## src/rtl/led_seq_pkg.sv

```systemverilog
// Shared types and helpers for the RGB LED pattern engine.
package led_seq_pkg;

  // Pattern selector as seen on the mode input and held in mode_q.
  typedef enum logic [1:0] {
    MODE_OFF     = 2'd0,
    MODE_ROTATE  = 2'd1,
    MODE_BREATHE = 2'd2,
    MODE_SOLID   = 2'd3
  } mode_t;

  // Direction of the breathing ramp.
  typedef enum logic {
    DIR_UP   = 1'b0,
    DIR_DOWN = 1'b1
  } dir_t;

  // Bits needed to hold values 0..value-1 (never less than 1).
  function automatic int clog2(input int value);
    int w;
    for (w = 1; (32'd1 << w) < value; w++) begin
    end
    return w;
  endfunction

endpackage

```

## src/rtl/led_pwm_channel.sv

```systemverilog
// One PWM output: registered compare of a duty value against the shared carrier.
module led_pwm_channel #(
  parameter int PWM_BITS = 8
) (
  input  logic                clk,
  input  logic                rst_n,
  input  logic                enable,
  input  logic [PWM_BITS-1:0] duty,
  input  logic [PWM_BITS-1:0] pwm_ctr,
  output logic                pwm
);

  // Output is high while duty exceeds the carrier; forced low when disabled.
  always_ff @(posedge clk or negedge rst_n) begin
    if (!rst_n) begin
      pwm <= 1'b0;
    end else if (!enable) begin
      pwm <= 1'b0;
    end else begin
      pwm <= (duty > pwm_ctr);
    end
  end

endmodule

```

## src/rtl/rgb_led_sequencer.sv

```systemverilog
// Multi-channel LED pattern engine: off, rotating one-hot, breathing and solid
// patterns with brightness scaling, driving one registered PWM output per channel.
module rgb_led_sequencer
  import led_seq_pkg::*;
#(
  parameter int CHANNELS    = 3,
  parameter int PWM_BITS    = 8,
  parameter int STEP_CYCLES = 4_000_000,
  parameter int RAMP_CYCLES = 7_843
) (
  input  logic                clk,
  input  logic                rst_n,
  input  logic                enable,
  input  logic [1:0]          mode,
  input  logic [PWM_BITS-1:0] brightness,
  output logic [CHANNELS-1:0] pwm,
  output logic                step_tick
);

  localparam int STEP_W = clog2(STEP_CYCLES);
  localparam int RAMP_W = clog2(RAMP_CYCLES);
  localparam int PROD_W = 2 * PWM_BITS + 1;

  localparam logic [PWM_BITS-1:0] PWM_ZERO   = {PWM_BITS{1'b0}};
  localparam logic [PWM_BITS-1:0] PWM_ONE    = PWM_BITS'(1);
  localparam logic [PWM_BITS-1:0] PWM_MAX    = {PWM_BITS{1'b1}};
  // Carrier tops out one below all-ones so that duty all-ones is always high.
  localparam logic [PWM_BITS-1:0] PWM_LAST   = PWM_MAX - PWM_ONE;
  localparam logic [STEP_W-1:0]   STEP_ZERO  = {STEP_W{1'b0}};
  localparam logic [STEP_W-1:0]   STEP_ONE   = STEP_W'(1);
  localparam logic [STEP_W-1:0]   STEP_LAST  = STEP_W'(STEP_CYCLES - 1);
  localparam logic [RAMP_W-1:0]   RAMP_ZERO  = {RAMP_W{1'b0}};
  localparam logic [RAMP_W-1:0]   RAMP_ONE   = RAMP_W'(1);
  localparam logic [RAMP_W-1:0]   RAMP_LAST  = RAMP_W'(RAMP_CYCLES - 1);
  localparam logic [CHANNELS-1:0] ONEHOT_INIT = {{(CHANNELS-1){1'b0}}, 1'b1};

  mode_t               mode_in;
  mode_t               mode_q,    mode_nxt;
  logic [PWM_BITS-1:0] pwm_ctr,   pwm_ctr_nxt;
  logic [STEP_W-1:0]   step_ctr,  step_ctr_nxt;
  logic [RAMP_W-1:0]   ramp_ctr,  ramp_ctr_nxt;
  logic [CHANNELS-1:0] onehot,    onehot_nxt;
  logic [PWM_BITS-1:0] level,     level_nxt;
  dir_t                dir,       dir_nxt;
  logic                step_tick_nxt;

  logic                restart;
  logic                step_wrap;
  logic                ramp_wrap;
  logic [PWM_BITS-1:0] pwm_ctr_adv;
  logic [STEP_W-1:0]   step_adv;
  logic [RAMP_W-1:0]   ramp_adv;
  logic [CHANNELS-1:0] onehot_rot;
  logic [PWM_BITS-1:0] level_step;
  dir_t                dir_step;
  logic [PWM_BITS:0]   bright_plus;
  logic [PROD_W-1:0]   breathe_prod;
  logic [PWM_BITS-1:0] breathe_duty;
  logic [PWM_BITS-1:0] duty [CHANNELS];

  assign mode_in     = mode_t'(mode);
  // A mode change is only honoured while running; it takes priority over any wrap.
  assign restart     = enable && (mode_in != mode_q);
  assign step_wrap   = (step_ctr == STEP_LAST);
  assign ramp_wrap   = (ramp_ctr == RAMP_LAST);
  assign pwm_ctr_adv = (pwm_ctr == PWM_LAST) ? PWM_ZERO : (pwm_ctr + PWM_ONE);
  assign step_adv    = step_wrap ? STEP_ZERO : (step_ctr + STEP_ONE);
  assign ramp_adv    = ramp_wrap ? RAMP_ZERO : (ramp_ctr + RAMP_ONE);
  assign onehot_rot  = {onehot[CHANNELS-2:0], onehot[CHANNELS-1]};

  // Triangle ramp: direction flips on the step that lands on either end.
  always_comb begin
    level_step = level;
    dir_step   = dir;
    if (dir == DIR_UP) begin
      level_step = level + PWM_ONE;
      dir_step   = (level == PWM_LAST) ? DIR_DOWN : DIR_UP;
    end else begin
      level_step = level - PWM_ONE;
      dir_step   = (level == PWM_ONE) ? DIR_UP : DIR_DOWN;
    end
  end

  // Next-state for mode, carrier, prescalers and pattern state.
  always_comb begin
    mode_nxt      = mode_q;
    pwm_ctr_nxt   = pwm_ctr;
    step_ctr_nxt  = step_ctr;
    ramp_ctr_nxt  = ramp_ctr;
    onehot_nxt    = onehot;
    level_nxt     = level;
    dir_nxt       = dir;
    step_tick_nxt = 1'b0;
    if (!enable) begin
      step_tick_nxt = 1'b0;
    end else if (restart) begin
      pwm_ctr_nxt  = pwm_ctr_adv;
      mode_nxt     = mode_in;
      step_ctr_nxt = STEP_ZERO;
      ramp_ctr_nxt = RAMP_ZERO;
      onehot_nxt   = ONEHOT_INIT;
      level_nxt    = PWM_ZERO;
      dir_nxt      = DIR_UP;
    end else begin
      pwm_ctr_nxt = pwm_ctr_adv;
      case (mode_q)
        MODE_OFF: begin
          step_ctr_nxt = STEP_ZERO;
          ramp_ctr_nxt = RAMP_ZERO;
        end
        MODE_ROTATE: begin
          step_ctr_nxt  = step_adv;
          step_tick_nxt = step_wrap;
          ramp_ctr_nxt  = RAMP_ZERO;
          onehot_nxt    = step_wrap ? onehot_rot : onehot;
        end
        MODE_BREATHE: begin
          step_ctr_nxt  = step_adv;
          step_tick_nxt = step_wrap;
          ramp_ctr_nxt  = ramp_adv;
          if (ramp_wrap) begin
            level_nxt = level_step;
            dir_nxt   = dir_step;
          end else begin
            level_nxt = level;
            dir_nxt   = dir;
          end
        end
        MODE_SOLID: begin
          step_ctr_nxt  = step_adv;
          step_tick_nxt = step_wrap;
          ramp_ctr_nxt  = RAMP_ZERO;
        end
        default: begin
          step_ctr_nxt = STEP_ZERO;
          ramp_ctr_nxt = RAMP_ZERO;
        end
      endcase
    end
  end

  // State register with asynchronous reset to the idle pattern.
  always_ff @(posedge clk or negedge rst_n) begin
    if (!rst_n) begin
      mode_q    <= MODE_OFF;
      pwm_ctr   <= PWM_ZERO;
      step_ctr  <= STEP_ZERO;
      ramp_ctr  <= RAMP_ZERO;
      onehot    <= ONEHOT_INIT;
      level     <= PWM_ZERO;
      dir       <= DIR_UP;
      step_tick <= 1'b0;
    end else begin
      mode_q    <= mode_nxt;
      pwm_ctr   <= pwm_ctr_nxt;
      step_ctr  <= step_ctr_nxt;
      ramp_ctr  <= ramp_ctr_nxt;
      onehot    <= onehot_nxt;
      level     <= level_nxt;
      dir       <= dir_nxt;
      step_tick <= step_tick_nxt;
    end
  end

  // Breathing duty: level scaled by (brightness+1)/2^PWM_BITS, so full brightness is exact.
  always_comb begin
    bright_plus  = {1'b0, brightness} + (PWM_BITS + 1)'(1);
    breathe_prod = {{(PWM_BITS + 1){1'b0}}, level} * {{PWM_BITS{1'b0}}, bright_plus};
    breathe_duty = PWM_BITS'(breathe_prod >> PWM_BITS);
  end

  // Per-channel duty selected by the active pattern.
  always_comb begin
    for (int i = 0; i < CHANNELS; i++) begin
      duty[i] = PWM_ZERO;
      case (mode_q)
        MODE_OFF:     duty[i] = PWM_ZERO;
        MODE_ROTATE:  duty[i] = onehot[i] ? brightness : PWM_ZERO;
        MODE_BREATHE: duty[i] = breathe_duty;
        MODE_SOLID:   duty[i] = brightness;
        default:      duty[i] = PWM_ZERO;
      endcase
    end
  end

  for (genvar g = 0; g < CHANNELS; g++) begin : g_ch
    led_pwm_channel #(
      .PWM_BITS (PWM_BITS)
    ) u_ch (
      .clk     (clk),
      .rst_n   (rst_n),
      .enable  (enable),
      .duty    (duty[g]),
      .pwm_ctr (pwm_ctr),
      .pwm     (pwm[g])
    );
  end

endmodule

```

## config.mk

```make
export PLATFORM = sky130hd
export DESIGN_NAME = rgb_led_sequencer
export DESIGN_NICKNAME = d
export VERILOG_FILES = /design/src/rtl/led_seq_pkg.sv /design/src/rtl/led_pwm_channel.sv /design/src/rtl/rgb_led_sequencer.sv
export SDC_FILE = /design/constraint.sdc
export NUM_CORES = 1
export LEC_CHECK = 0
export ABC_AREA = 1
export CORE_MARGIN = 2
export CORE_UTILIZATION = 40
export CTS_CLUSTER_SIZE = 30
export DETAILED_ROUTE_END_ITERATION = 10
export REMOVE_ABC_BUFFERS = 1
export SLEW_MARGIN = 10
export SYNTH_ARGS = -nofsm -noshare
export SYNTH_HDL_FRONTEND = slang
export SYNTH_SLANG_ARGS = --single-unit
```

## constraint.sdc

```tcl
create_clock -name clk -period 7 [get_ports clk]
set_clock_uncertainty 0.2 [all_clocks]
set_input_delay 1.05 -clock clk [delete_from_list [all_inputs] [get_ports clk]]
set_output_delay 1.05 -clock clk [all_outputs]
set_load 0.01 [all_outputs]
```

==> metrics.txt <==
cell count after placement=roughly 1200; relative slew slack=40.0%; Cell Int Power=between 0.8 and 0.9 mW; share of cells above drive strength 1=under 10%; Most Frequent Cell on Critical Path=fa_1; number of violations of the max-capacitance limit=0; Primary FF master, synth=dfrtp_1; antenna diode count=0; maximum cell stage delay along the critical path=between 500 and 600 ps; All-Layer GR Usage=roughly 20%; count of cell instances traversed by the critical path=27; WP data arrival=between 6000 and 7000 ps; std cell rows=between 40 and 50; TritonRoute pass-1 iters=5; overflow left after global routing=0; Vert. Die Dim=approximately 130 um; Core Util, Final=47.1%; count of distinct cell types in the synthesized netlist=45; number of buffers and inverters on the critical path=5; delay-heaviest family, CP=adder cells; largest vdd supply drop=0.147 mV; first-iteration detailed-routing DRC count=455; final routed DRC violation total=0; TritonCTS clock tree=yes; number of top-level pins=17; Hold Path Class=reg2reg; time the worst path needs with I/O delays and setup=between 6000 and 7000 ps; GRT met1 Usage=around 28%; share of the clock period used by the worst path=a little over nine tenths; proportion of power drawn by flip-flops and latches=between 30% and 40%; final-report hold violation count=0; net switching component of the power=about 0.37 mW; average wire per cell in the routed design=~14 um; R2R depth=20; Static Leak=between 3 and 4 nW; area added between synthesis and finish=15.6%; instance count along the most critical hold path=2; pin count of the biggest net entering global routing=62; clk sinks=61; global-route track usage on met2=between 30% and 40%; wire length of the first global-routing pass=between 20 and 30 mm; routed vias=~6200; Clock Pin Slew Worst Setup and Hold Paths=~50 ps; initial cell density of the core=40.8%; number of antenna violations at the first check in global routing=0; Critical path destination=g_ch[2].u_ch.pwm; antenna-violating nets left=0; endpoint of the lowest-slack register-to-register path=g_ch[2].u_ch.pwm; Setup Crit Path Kind=in2reg; root buffer cell=clkbuf_16; number of port buffers=16; Post-synth EDFFs=0; post-synth design cell area=roughly 6800 sq um; Synth Warn #=0; Core Area=about 17000 sq um; PD cells=157 nW/um^2; Die ar.=about 18000 sq um; critical path data required time=7010 ps; nature of the critical path endpoint=register; number of buffers added to fix hold violations after cts=0; routability-driven placement congestion ratio=0.903; number of vias per cell=a little over 5; worst-skew pair later-pin latency=330 ps; number of instances in the synthesized netlist=962; Final HPWL DP=between 10 and 15 mm; portion of the post-synthesis area used by sequential elements=22.6%; setup slack at placement=-130 ps; slowest CP cell=fa_1; maximum number of buffers from clock root to sink=2; total cell area at the placement stage=7250 sq um; register-to-register setup slack=approximately 1300 ps; final worst slack=around 230 ps; transition time of the tightest slew-check pin=~900 ps; maximum fanout count along the critical path=8; via count of the first global-routing pass=6098; number of buffers created by CTS=9; share of flip-flops with an asynchronous set or reset after synthesis=100%; startpoint class of the critical path=input port; final count of negative-setup-slack endpoints=0; fraction of power consumed by combinational cells=22.7%; fmax=148 MHz; Worst R2R Start=level[6]; launching element of the worst setup path=brightness[0]; wire length reported by the detailed router=17.4 mm; flop and latch count out of synthesis=between 60 and 70; Sw Share=30.0%; commonest cells after routing, fill and taps aside=nand2_1 (196), inv_1 (148), nor2_1 (131); result of the run=complete, no violations; post-synthesis area per instance=7.03 sq um; Layout Cells excl Fill=~1200; fraction of met3 tracks used by global routing=roughly 2.9%; final std cell area, no fill=slightly below 8000 sq um; number of nets in the layout=1111; post-route total power=1.23 mW; gr busiest metal=met2; most common library cell in the layout ignoring fill and taps=nand2_1; proportion of power drawn by the clock network=a little over two fifths; H-Tree Depth=3; final-report max-slew violation count=0; horizontal die dimension=134 um
## worst min path at each step
stage               startpoint  slack (ps)        end
global placement     onehot[1]         310  onehot[1]
floorplan            onehot[1]         270  onehot[1]
global route         onehot[1]         360  onehot[1]
finish               onehot[1]         340  onehot[1]
CTS                  onehot[1]         340  onehot[1]
detailed placement   onehot[1]         330  onehot[1]
## cells by family after synthesis
group,after synthesis,share of synthesized area (%)
fa+ha+maj,106,24.1
simple gates,497,31.9
xor+xnor,23,3.09
flops,61,22.6
compound gates,94,7.86
buf+inv,181,10.5
## synthesized netlist by cell type, types with 7 or more instances
cell type	count	area (sq um)
inv_2	7	26.3
buf_2	9	45.0
nand2_1	203	762
dfrtp_1	60	1500
nand4_1	20	125
nand3_1	90	450
fa_1	40	801
clkbuf_1	7	26.3
a21oi_1	32	160
xor2_1	20	175
o21ai_0	36	180
nor2_1	135	507
inv_1	148	556
nor3_1	27	135
ha_1	66	826
## power by group through the flow
stage | Combinational (mW) | Clock (mW) | Sequential, mW
6_report | 0.279 | 0.538 | 0.412
2_1_floorplan | 0.176 | 0 | 0.410
5_1_grt | 0.320 | 0.561 | 0.417
4_1_cts | 0.269 | 0.547 | 0.412
3_3_place_gp | 0.265 | 0 | 0.418
3_5_place_dp | 0.267 | 0 | 0.418
## registers in the layout, indices dropped and copies added, names as in the netlist
signal         count
level              8
onehot             3
g_ch.u_ch.pwm      3
mode_q             2
step_tick          1
pwm_ctr            8
dir                1
ramp_ctr          13
step_ctr          22
## metrics by stage
stage                     hold slack, ps  TNS (ps)
after floorplan                      275         0
after global placement               309      -343
after detailed placement             326      -342
after CTS                            338         0
after global routing                 365     -58.3
final                                336         0
## cell type report
| cell class | count | area, sq um |
|---|---|---|
| timing repair buffer | 44 | 372 |
| sequential | 61 | 1530 |
| clock buffer | 13 | 270 |
| multi-input combinational | 720 | 4690 |
| fill | 1677 | 8770 |
| clock inverter | 3 | 90.1 |
| tap | 220 | 275 |
| inverter | 156 | 586 |
## worst reg2reg max path, stage by stage, from the launching register on
cell      delay, ps
dfrtp_1         540
clkinv_1        390
nor2_1          250
fa_1            480
fa_1            530
fa_1            550
inv_1            60
fa_1            530
inv_1            40
ha_1            350
a21o_1          210
nand2_1          70
nand2_1          90
a21oi_2         150
nand3_1          90
nand3_1         140
nand3_2         110
ha_4            290
nand4_1         160
o41ai_2         350
a21oi_1          60
## what timing repair did
action,CTS,global route
setup buffers,0,4
setup endpoints to repair,0,3
gates resized for setup,0,41
## routing by layer
layer	vias to the layer above	routed length, um
met1	2922	8470
met2	110	7890
met3	30	668
met5	-	0
li1	3159	-
met4	0	346
Power figures use the tool's default switching activity.
